## config.mk

```make
export PLATFORM = sky130hd
export DESIGN_NAME = button_conditioner
export DESIGN_NICKNAME = d
export VERILOG_FILES = /design/src/rtl/button_conditioner_pkg.sv /design/src/rtl/button_conditioner_debounce.sv /design/src/rtl/button_conditioner.sv
export SDC_FILE = /design/constraint.sdc
export NUM_CORES = 1
export LEC_CHECK = 0
export CORE_AREA = 4 4 121 123
export CTS_CLUSTER_DIAMETER = 80
export DETAILED_ROUTE_END_ITERATION = 16
export DIE_AREA = 0 0 125 127
export SLEW_MARGIN = 15
export SYNTH_ARGS = -nofsm -noshare
export SYNTH_HDL_FRONTEND = slang
export SYNTH_SLANG_ARGS = --single-unit
export TNS_END_PERCENT = 20
```

## constraint.sdc

```tcl
create_clock -name ti_clk -period 2.5 [get_ports ti_clk]
set_clock_uncertainty 0.1 [all_clocks]
set_input_delay 0.375 -clock ti_clk [delete_from_list [all_inputs] [get_ports ti_clk]]
set_output_delay 0.375 -clock ti_clk [all_outputs]
set_load 0.02 [all_outputs]
```

## src/rtl/button_conditioner_pkg.sv

```systemverilog
// Shared constants for the button conditioner: channel count, default debounce
// length, status word field offsets and a small popcount helper.
package button_conditioner_pkg;

  localparam int N_BUTTONS               = 4;
  localparam int DEBOUNCE_CYCLES_DEFAULT = 48000;  // 1 ms at 48 MHz
  localparam int CNT_W                   = 16;
  localparam int COUNT_W                 = 8;

  localparam int LEVEL_LSB = 0;
  localparam int FLAG_LSB  = 4;
  localparam int COUNT_LSB = 8;

  function automatic logic [COUNT_W-1:0] popcount(input logic [N_BUTTONS-1:0] v);
    logic [COUNT_W-1:0] n;
    n = '0;
    for (int i = 0; i < N_BUTTONS; i++) begin
      n = n + {{(COUNT_W-1){1'b0}}, v[i]};
    end
    return n;
  endfunction

endpackage

```

## src/rtl/button_conditioner_debounce.sv

```systemverilog
// One button channel: invert and synchronize the raw active-low input, require
// DEBOUNCE_CYCLES consecutive differing samples before accepting a new level.
module button_debounce
  import button_conditioner_pkg::*;
#(
  parameter int unsigned DEBOUNCE_CYCLES = DEBOUNCE_CYCLES_DEFAULT
) (
  input  logic ti_clk,
  input  logic rst_n,
  input  logic button_n,
  output logic stable,
  output logic press_pulse
);

  localparam logic [CNT_W-1:0] CNT_MAX = CNT_W'(DEBOUNCE_CYCLES - 1);

  logic             sync1_q, sync2_q;
  logic             stable_q, stable_d;
  logic             pulse_q, pulse_d;
  logic [CNT_W-1:0] cnt_q, cnt_d;

  // NOTE: every variable gets a default at the top of always_comb so no path leaves it unassigned (no latch).
  always_comb begin
    stable_d = stable_q;
    pulse_d  = 1'b0;
    cnt_d    = '0;
    if (sync2_q != stable_q) begin
      if (cnt_q == CNT_MAX) begin
        stable_d = sync2_q;
        pulse_d  = sync2_q;  // only the 0->1 acceptance is a press
      end else begin
        cnt_d = cnt_q + 1'b1;
      end
    end
  end

  // NOTE: reset is synchronous (sampled on the clock edge), and sequential state uses <= only.
  always_ff @(posedge ti_clk) begin
    if (!rst_n) begin
      sync1_q  <= 1'b0;
      sync2_q  <= 1'b0;
      stable_q <= 1'b0;
      pulse_q  <= 1'b0;
      cnt_q    <= '0;
    end else begin
      sync1_q  <= ~button_n;
      sync2_q  <= sync1_q;
      stable_q <= stable_d;
      pulse_q  <= pulse_d;
      cnt_q    <= cnt_d;
    end
  end

  assign stable      = stable_q;
  assign press_pulse = pulse_q;

endmodule

```

## src/rtl/button_conditioner.sv

```systemverilog
// Four debounced buttons with press pulses, sticky press flags and a wrapping
// press counter, packed into a registered 16-bit status word.
module button_conditioner
  import button_conditioner_pkg::*;
#(
  parameter int unsigned DEBOUNCE_CYCLES = DEBOUNCE_CYCLES_DEFAULT
) (
  input  logic        ti_clk,
  input  logic        rst_n,
  input  logic [3:0]  button,
  input  logic        clear,
  output logic [3:0]  press_pulse,
  output logic [15:0] status
);

  logic [N_BUTTONS-1:0] stable;
  logic [N_BUTTONS-1:0] pulse;
  logic [N_BUTTONS-1:0] flags_q, flags_d;
  logic [COUNT_W-1:0]   count_q, count_d;
  logic                 clear_q, clear_prev_q;
  logic                 clr_evt;
  logic [15:0]          status_q, status_d;

  for (genvar i = 0; i < N_BUTTONS; i++) begin : g_chan
    button_debounce #(
      .DEBOUNCE_CYCLES(DEBOUNCE_CYCLES)
    ) u_debounce (
      .ti_clk      (ti_clk),
      .rst_n       (rst_n),
      .button_n    (button[i]),
      .stable      (stable[i]),
      .press_pulse (pulse[i])
    );
  end

  assign clr_evt = clear_q & ~clear_prev_q;

  // Clear is applied first, then this cycle's presses, so a coincident press survives.
  always_comb begin
    flags_d  = (clr_evt ? '0 : flags_q) | pulse;
    count_d  = (clr_evt ? '0 : count_q) + popcount(pulse);
    status_d = '0;
    status_d[LEVEL_LSB +: N_BUTTONS] = stable;
    status_d[FLAG_LSB  +: N_BUTTONS] = flags_d;
    status_d[COUNT_LSB +: COUNT_W]   = count_d;
  end

  always_ff @(posedge ti_clk) begin
    if (!rst_n) begin
      clear_q      <= 1'b0;
      clear_prev_q <= 1'b0;
      flags_q      <= '0;
      count_q      <= '0;
      status_q     <= '0;
    end else begin
      clear_q      <= clear;
      clear_prev_q <= clear_q;
      flags_q      <= flags_d;
      count_q      <= count_d;
      status_q     <= status_d;
    end
  end

  assign press_pulse = pulse;
  assign status      = status_q;

endmodule

```

# After elaboration in Yosys (flattened, before gate mapping)
# Index checks and enable logic that the tools add are counted.
[word_totals]
regBits = 110
inputBits = 7
out_inout_bits = 20
[classes]
mux = 2
reduce_logical = 12
n_bitwise = 12
add_sub_neg = 8
n_eq_ne = 8
[ops]
columns = ["op", "n"]
rows = [
  ["16-bit by 1-bit adder with 16-bit output, second input constant", 4],
  ["16-bit equality test, second input constant", 4],
  ["3-bit AND reduction", 4],
  ["3-bit OR reduction", 4],
  ["1-bit inverter", 10],
  ["8-bit by 4-bit adder with 8-bit output", 1],
  ["8-bit 2-to-1 mux", 1],
  ["2-bit AND reduction", 4],
  ["3-bit by 1-bit adder with 4-bit output", 1],
  ["4-bit 2-to-1 mux", 1],
  ["1-bit inequality test", 4],
  ["4-bit bitwise OR", 1],
  ["2-bit by 1-bit adder with 3-bit output", 1],
  ["1-bit by 1-bit adder with 2-bit output", 1],
  ["1-bit AND", 1],
]

# Longest topological paths before layout
# Gate-level depths: netlist of run 1.
[logic_depth]
ltp_word = 4
mapped_depth = 11
mapped_depth_nobuf = 10

# Modules after synthesis
# Synthesis of run 1 repeated with hierarchy kept, for this count alone.
[hier_totals]
hier_cells = 432
area_unflattened_um2 = 4219.0
[by_module_without_submodules]
columns = ["mod", "cells_per_inst", "instances", "area_per_inst_um2"]
rows = [
  ["button_debounce", 90, 4, 875.8],
  ["button_conditioner", 72, 1, 715.7],
]

# Worst setup path before layout of run 1
# OpenSTA, ideal clock, no wires.
[synth_timing]
kind = "register -> register"
startpoint = "reg clear_prev_q"
endpoint = "reg count_q[1]"
setup_ps = 115
path_stages_with_launch = 10
path_buffers = 1
arrival_ps = 2234
period_less_slack_ps = 2449
path_slack_ps = 51
cell_sequence = "dfxtp_1 nand2b_1 clkbuf_1 and2_1 fa_1 inv_1 fa_1 inv_1 fa_1 and2_1"
[synth_between]
elab_chain_cells = 4
[synth_lines]
columns = ["item", "line_no", "rtl"]
rows = [
  ["start: declaration", "button_conditioner.sv:20", "logic clear_q, clear_prev_q;"],
  ["start signal: assignment", "button_conditioner.sv:57", "clear_prev_q <= clear_q;"],
  ["1-bit inverter", "button_conditioner.sv:36", "assign clr_evt = clear_q & ~clear_prev_q;"],
  ["1-bit AND", "button_conditioner.sv:36", ""],
  ["8-bit 2-to-1 mux", "button_conditioner.sv:41", "count_d = (clr_evt ? '0 : count_q) + popcount(pulse);"],
  ["8-bit by 4-bit adder with 8-bit output", "button_conditioner.sv:41", ""],
  ["named net count_d[1]", "button_conditioner.sv:19", "logic [COUNT_W-1:0] count_q, count_d;"],
  ["end signal: assignment", "button_conditioner.sv:59", "count_q <= count_d;"],
  ["end: declaration", "button_conditioner.sv:19", ""],
]
# The timed path passes the listed nets, and every way through them passes these cells.
# A chain may end at the register's enable or synchronous reset.

# Worst setup path in the final report of run 1
[layout_timing]
startpoint = "reg clear_prev_q"
endpoint = "reg count_q[6]"
[layout_between]
elab_chain_cells = 4
[layout_lines]
columns = ["item", "line_no"]
rows = [
  ["1-bit inverter", "button_conditioner.sv:36"],
  ["1-bit AND", "button_conditioner.sv:36"],
  ["8-bit 2-to-1 mux", "button_conditioner.sv:41"],
  ["8-bit by 4-bit adder with 8-bit output", "button_conditioner.sv:41"],
]
# Every way passes these cells.

==> metrics.md, run 1 <==
| Metric | Value |
|---|---|
| Status | `complete, no violations` |
| FILL cells | `1451` |
| Chip width | `125 um` |
| Min-Delay Path Depth | `1` |
| DRC viols | `0` |
| Number of enable flip-flop cells after synthesis | `0` |
| Cell area power density | `627 mW/mm^2` |
| Drt total wl | `7210 um` |
| Initial antenna violation count | `0` |
| Avg Inst Size Synth | `9.15 um^2` |
| Worst vdd ir | `0.405 mV` |
| Comb power frac | `1.5%` |
| Flops & latches, synth | `98` |
| Worst-Margin Slew | `0.445 ns` |
| Worst Hold Launch | `g_chan[3].u_debounce.sync1_q$_SDFF_PN0_` |
| Ratio of cells with drive above 1 in the final layout | `6.72%` |
| Worst Hold End | `g_chan[3].u_debounce.sync2_q$_SDFF_PN0_` |
| GRT busiest layer | `met2` |
| Initial Util | `29.5%` |
| Core Box Area | `0.0137 mm^2` |
| Critical Path AT | `2.45 ns` |
| Io pins | `27` |
| Hold Fails Final Rpt | `0` |
| Die area | `0.0159 mm^2` |
| Post-CTS Resized | `0` |
| Nets | `486` |
| Setup Fix Bufs, Post-CTS | `0` |
| R2R Setup Slk | `0.18 ns` |
| Row count | `43` |
| Gpl congestion | `0.799` |
| Synth top area share | `48.6%` |
| Top post-synthesis cells by count | `98 x dfxtp_1, 77 x nor2_1, 46 x xnor2_1, 29 x nand2_1, 22 x nand3_1` |
| Setup TNS | `0 ns` |
| CTS max path bufs | `2` |
| Clock latency on the worst-skew pair | `0.34 ns` |
| Seq pwr share | `52.4%` |
| Max_slew headroom | `70.0%` |
| Clk slew on worst S/H paths | `0.06 ns` |
| # diodes | `0` |
| Number of global-route vias before repair | `2905` |
| Data required time of the worst path | `2.63 ns` |
| Clk Tree Root Cell | `clkbuf_16` |
| Hpwl dp | `5300 um` |
| Critical path endpoint category | `flop` |
| Largest net degree at the start of global routing | `17` |
| Clock network power share | `46.1%` |
| Max Slew Vio Count | `0` |
| Total number of yosys warnings | `0` |
| Net Sw Power | `589 uW` |
| CTS tree | `built` |
| Final Cycle Share | `92.9%` |
| RSZ-0062 raised after global routing | `no` |
| Sequential fraction of the synthesis area | `48.6%` |
| DR iter-0 viols | `185` |
| Pleak | `1.50 nW` |
| I/O Buffers | `26` |
| Global-route wire length before repair | `12900 um` |
| Top_reg_cell synth | `dfxtp_1` |
| Wirelength per Cell | `11.0 um` |
| Min-Delay Path Class | `reg -> reg` |
| Gate Count Post-Synth | `441` |
| Final Critical Period | `2.32 ns` |
| Dominant cell type by area after synthesis | `dfxtp_1` |
| Max-cap check violation count | `0` |
| Syn_nets | `456` |
| Met2 usage | `16.0%` |
| DR pass1 iterations | `4` |
| WHS | `0.334 ns` |
| Top-count cell post-synth | `dfxtp_1` |
| FMAX | `431 MHz` |
| Mapped Area | `0.00404 mm^2` |
| H-Tree Depth | `3` |
| Pint | `2.42 mW` |
| Fraction of registers with async set/reset | `0%` |
| Total Routing Usage GR | `9.62%` |
| GR Util met3 | `3.55%` |
| Via count | `2967` |
| Die height | `127 um` |
| Capture instance of the worst register-to-register path | `count_q[6]$_SDFF_PN0_` |
| Hold-fix buffers, CTS | `0` |
| Worst Reg-to-Reg Cells | `10` |
| Area grow syn2layout | `18.7%` |
| Setup Viol. Count Final | `0` |
| Crit-path max FO | `3` |
| Met1 Track Usage GR | `11.7%` |
| Total CTS buffers | `9` |
| Worst setup path category | `reg -> reg` |
| Worst setup SP type | `flop` |
| Top cells by area, synth | `dfxtp_1 49%, xnor2_1 10%, nor2_1 7.2%` |
| Antenna-violating nets left | `0` |
| # clock sinks | `98` |
| Via/cell ratio | `4.52` |
| RR Startpoint | `clear_prev_q$_SDFF_PN0_` |
| Synth cell types | `37` |
| Grt total ovfl | `0` |
| Switching share of total power | `19.6%` |
[worst max-delay path by stage]
stage,start,to,slack [ns],cells after the start
after detailed placement,clear_prev_q$_SDFF_PN0_,count_q[6]$_SDFF_PN0_,0.17,10
after global routing,clear_prev_q$_SDFF_PN0_,count_q[6]$_SDFF_PN0_,0.02,10
after global placement,clear_prev_q$_SDFF_PN0_,count_q[1]$_SDFF_PN0_,0.18,8
final,clear_prev_q$_SDFF_PN0_,count_q[6]$_SDFF_PN0_,0.18,10
after CTS,clear_prev_q$_SDFF_PN0_,count_q[6]$_SDFF_PN0_,0.17,10
after floorplan,clear_prev_q$_SDFF_PN0_,count_q[1]$_SDFF_PN0_,0.05,9
[cell usage in the layout (no fill, tap or decap), types with 2 or more instances in the layout]
cell / instances
a21oi_1: 6
a31o_2: 2
and2_1: 16
and3_1: 6
buf_4: 5
clkbuf_16: 9
clkbuf_8: 2
clkdlybuf4s50_1: 26
clkinv_2: 3
dfxtp_1: 98
fa_1: 3
ha_1: 5
inv_1: 14
nand2_1: 29
nand3_1: 22
nand3_4: 2
nand4_1: 17
nor2_1: 77
nor2b_1: 10
nor3_1: 19
nor4_1: 13
nor4b_1: 2
o2111ai_1: 2
o21ai_0: 5
o21ai_1: 2
or2_2: 3
or3_1: 3
or4_4: 2
xnor2_1: 46
xor2_1: 17
[critical path, stage by stage, from the launching register on]
cell	delay, ns
dfxtp_1	0.29
nand2b_1	0.14
and2_1	0.17
fa_1	0.47
inv_1	0.05
fa_1	0.37
inv_1	0.08
fa_1	0.22
nand4_1	0.12
xor2_1	0.16
nor2_1	0.05
[power by group through the flow]
stage          combinational, mW  sequential, mW  clock [mW]
2_1_floorplan             0.0275            1.61           0
3_3_place_gp              0.0463            1.61           0
3_5_place_dp              0.0470            1.61           0
4_1_cts                   0.0470            1.57        1.43
5_1_grt                   0.0518            1.58        1.51
6_report                  0.0460            1.58        1.38
[sequential cells by signal (all words and copies together), names as in the netlist]
signal and cells:
count_q 8, g_chan.u_debounce.press_pulse 4, g_chan.u_debounce.sync2_q 4, flags_q 3
clear_prev_q 1, clear_q 1, g_chan.u_debounce.cnt_q 64, g_chan.u_debounce.sync1_q 4
g_chan.u_debounce.stable 4, status 5
[logic make-up after synthesis]
logic type	count (synthesis)	synth area share, %
muxes	1	0.248
buffers and inverters	26	3.13
AOI/OAI and AO/OA	20	3.07
and+or+nand+nor	225	28.2
DFF	98	48.6
xor gates and xnor gates	63	13.7
adders and majority gates	8	3.04
[layout make-up]
cell class / count / area [um^2] / area share (%)
clock buffers: 11 / 253 / 5.28
clock inverters: 5 / 52.6 / 1.10
inverters: 14 / 52.6 / 1.10
multi-input cells: 317 / 1950 / 40.7
flip-flops and latches: 98 / 1960 / 41.0
well taps: 180 / 225 / 4.70
repair buffers: 31 / 298 / 6.22
[metal layers]
metal / part of all wire, % / vias up
met5: 0 / -
met4: 1.0 / 0
met3: 3.4 / 6
met2: 49 / 30
met1: 47 / 1389
li1: - / 1542
[through the flow]
| stage | utilization, % | power, mW | std cells | setup slack, ns | instance area (um^2) |
|---|---|---|---|---|---|
| final | 35.1 | 3.00 | 656 | 0.177 | 4790 |
| after global routing | 35.1 | 3.14 | 656 | 0.0210 | 4790 |
| after CTS | 35.1 | 3.06 | 656 | 0.165 | 4790 |
| after detailed placement | 32.8 | 1.66 | 640 | 0.174 | 4490 |
| after global placement | 32.8 | 1.66 | 640 | 0.184 | 4490 |
| after floorplan | - | 1.64 | 441 | 0.0511 | 4040 |
(Power assumes the default switching activity.)
==> run 2, diff against run 1 <==
- CORE_AREA: 4 4 121 123 -> 4 4 135 137
- DIE_AREA: 0 0 125 127 -> 0 0 139 141
==> run 2 against run 1 <==
  * Combinational power about the same
  * Non-clock buffer count unchanged
  * Critical path depth down 2
  * Cell area up 1.3%
  * Register-to-register slack about the same
  * Die area up 23%
  * Highest routed layer is now met5
  * Via count down 1.9%
  * Global-route usage down 1.7 points
  * Critical endpoint is now count_q[1]$_SDFF_PN0_
  * Routed wire length up 4.6%
  * Critical path type unchanged
==> metrics.md, run 2 (synthesis results as in run 1) <==
| Metric | Value |
|---|---|
| Global-route wire length before repair | `13100 um` |
| Placed inst area | `0.00454 mm^2` |
| Worst setup SP type | `flop` |
| Comb power frac | `1.5%` |
| RR Startpoint | `clear_prev_q$_SDFF_PN0_` |
| Cell area power density | `628 mW/mm^2` |
| Worst-Margin Slew | `0.393 ns` |
| Worst setup path category | `reg -> reg` |
| Gpl congestion | `0.732` |
| Final Critical Period | `2.34 ns` |
| Critical path endpoint category | `flop` |
| FMAX | `428 MHz` |
| Max_slew headroom | `73.5%` |
| DR pass1 iterations | `4` |
| FILL cells | `1842` |
| Setup TNS | `0 ns` |
| Drt total wl | `7540 um` |
| Total Routing Usage GR | `7.94%` |
| Largest net degree at the start of global routing | `22` |
| Worst Hold Launch | `g_chan[3].u_debounce.sync1_q$_SDFF_PN0_` |
| Flip-flop count of the largest register after layout | `64` |
| Clk Tree Root Cell | `clkbuf_16` |
| Most frequent cells in the layout | `98 x dfxtp_1, 77 x nor2_1, 46 x xnor2_1` |
| DR iter-0 viols | `144` |
| Die height | `141 um` |
| Final Cycle Share | `93.4%` |
| # diodes | `0` |
| I/O Buffers | `26` |
| Clock network power share | `46.8%` |
| Crit path launch | `clear_prev_q$_SDFF_PN0_` |
| Max-cap check violation count | `0` |
| WHS | `0.333 ns` |
| Fin util | `28.5%` |
| Row count | `48` |
| Hold-fix buffers, CTS | `0` |
| Ratio of cells with drive above 1 in the final layout | `6.51%` |
| Post-CTS Resized | `0` |
| Switching share of total power | `20.3%` |
| Via count | `2910` |
| Status | `complete, no violations` |
| Number of placed cells counting well taps | `685` |
| Io pins | `27` |
| CTS tree | `built` |
| Via/cell ratio | `4.15` |
| Grt total ovfl | `0` |
| Cell Count, Final, Fillers Out | `701` |
| Biggest register | `g_chan.u_debounce.cnt_q` |
| Area grow syn2layout | `20.3%` |
| Initial Util | `23.7%` |
| Critical Path AT | `2.47 ns` |
| Antenna-violating nets left | `0` |
| Wirelength per Cell | `10.8 um` |
| Die area | `0.0196 mm^2` |
| Core Box Area | `0.0171 mm^2` |
| Initial antenna violation count | `1` |
| Setup Fix Bufs, Post-CTS | `0` |
| RSZ-0062 raised after global routing | `no` |
| # clock sinks | `98` |
| DRC viols | `0` |
| Number of global-route vias before repair | `2711` |
| H-Tree Depth | `3` |
| Total CTS buffers | `9` |
| Clock latency on the worst-skew pair | `0.34 ns` |
| Setup Viol. Count Final | `0` |
| Seq pwr share | `51.6%` |
| Crit-path max FO | `2` |
| Pint | `2.43 mW` |
| Clk slew on worst S/H paths | `0.07 ns` |
| CTS max path bufs | `2` |
| Nets | `486` |
| Hold Fails Final Rpt | `0` |
| Final Instance Area | `0.00485 mm^2` |
| Max Slew Vio Count | `0` |
| Net Sw Power | `618 uW` |
| Pleak | `1.51 nW` |
| Worst vdd ir | `0.355 mV` |
| Min-Delay Path Class | `reg -> reg` |
| Hpwl dp | `5380 um` |
| Most common cell after layout, fill and taps aside | `dfxtp_1` |
| Chip width | `139 um` |
| Data required time of the worst path | `2.63 ns` |
## run 2: cell types whose count changed in the layout (fill, tap and decap cells not counted), sizes merged
cell,change
inv,+2
clkbuf,+1
clkinvlp,-1
clkinv,-2
## run 2: cell type report
type                            count  area [um^2]  area share [%]
Clock buffer                       12          256            5.28
Multi-Input combinational cell    317         1950            40.1
Sequential cell                    98         1960            40.4
Clock inverter                      4         56.3            1.16
Tap cell                          225          282            5.80
Timing Repair Buffer               31          298            6.13
Inverter                           14         52.6            1.08
## run 2: critical path, cell delays in order (launching register included)
cell and delay (ns):
dfxtp_1 0.30, nand2b_1 0.14, and2_1 0.17, fa_1 0.47, inv_1 0.05, fa_1 0.38
inv_1 0.08, fa_1 0.39, and2_1 0.16
## run 2: worst paths after layout
path | cells past startpoint | end | slack (ns)
setup / recovery | 8 | count_q[1]$_SDFF_PN0_ | 0.16
hold / removal | 1 | g_chan[3].u_debounce.sync2_q$_SDFF_PN0_ | 0.33
setup reg to reg | 8 | count_q[1]$_SDFF_PN0_ | 0.16
hold reg to reg | 1 | g_chan[3].u_debounce.sync2_q$_SDFF_PN0_ | 0.33
## run 2: power by group through the flow
stage | combinational, mW | sequential (mW) | clock (mW)
after CTS | 0.0477 | 1.57 | 1.48
final | 0.0463 | 1.57 | 1.43
after global placement | 0.0474 | 1.61 | 0
after global routing | 0.0522 | 1.57 | 1.54
after floorplan | 0.0275 | 1.61 | 0
after detailed placement | 0.0475 | 1.61 | 0
## run 2: routing by layer
layer	up-vias	part of all wire [%]	track usage, %
met5	-	0.15	0
li1	1543	-	-
met4	2	0.64	1.54
met2	35	45	12.5
met3	8	3.8	2.75
met1	1322	51	10.7
## run 2: per-stage QoR
step | total power [mW] | worst slack, ns
after floorplan | 1.64 | 0.0511
after global placement | 1.66 | 0.191
after detailed placement | 1.66 | 0.157
final | 3.05 | 0.164
after CTS | 3.11 | 0.146
after global routing | 3.17 | 0.0117
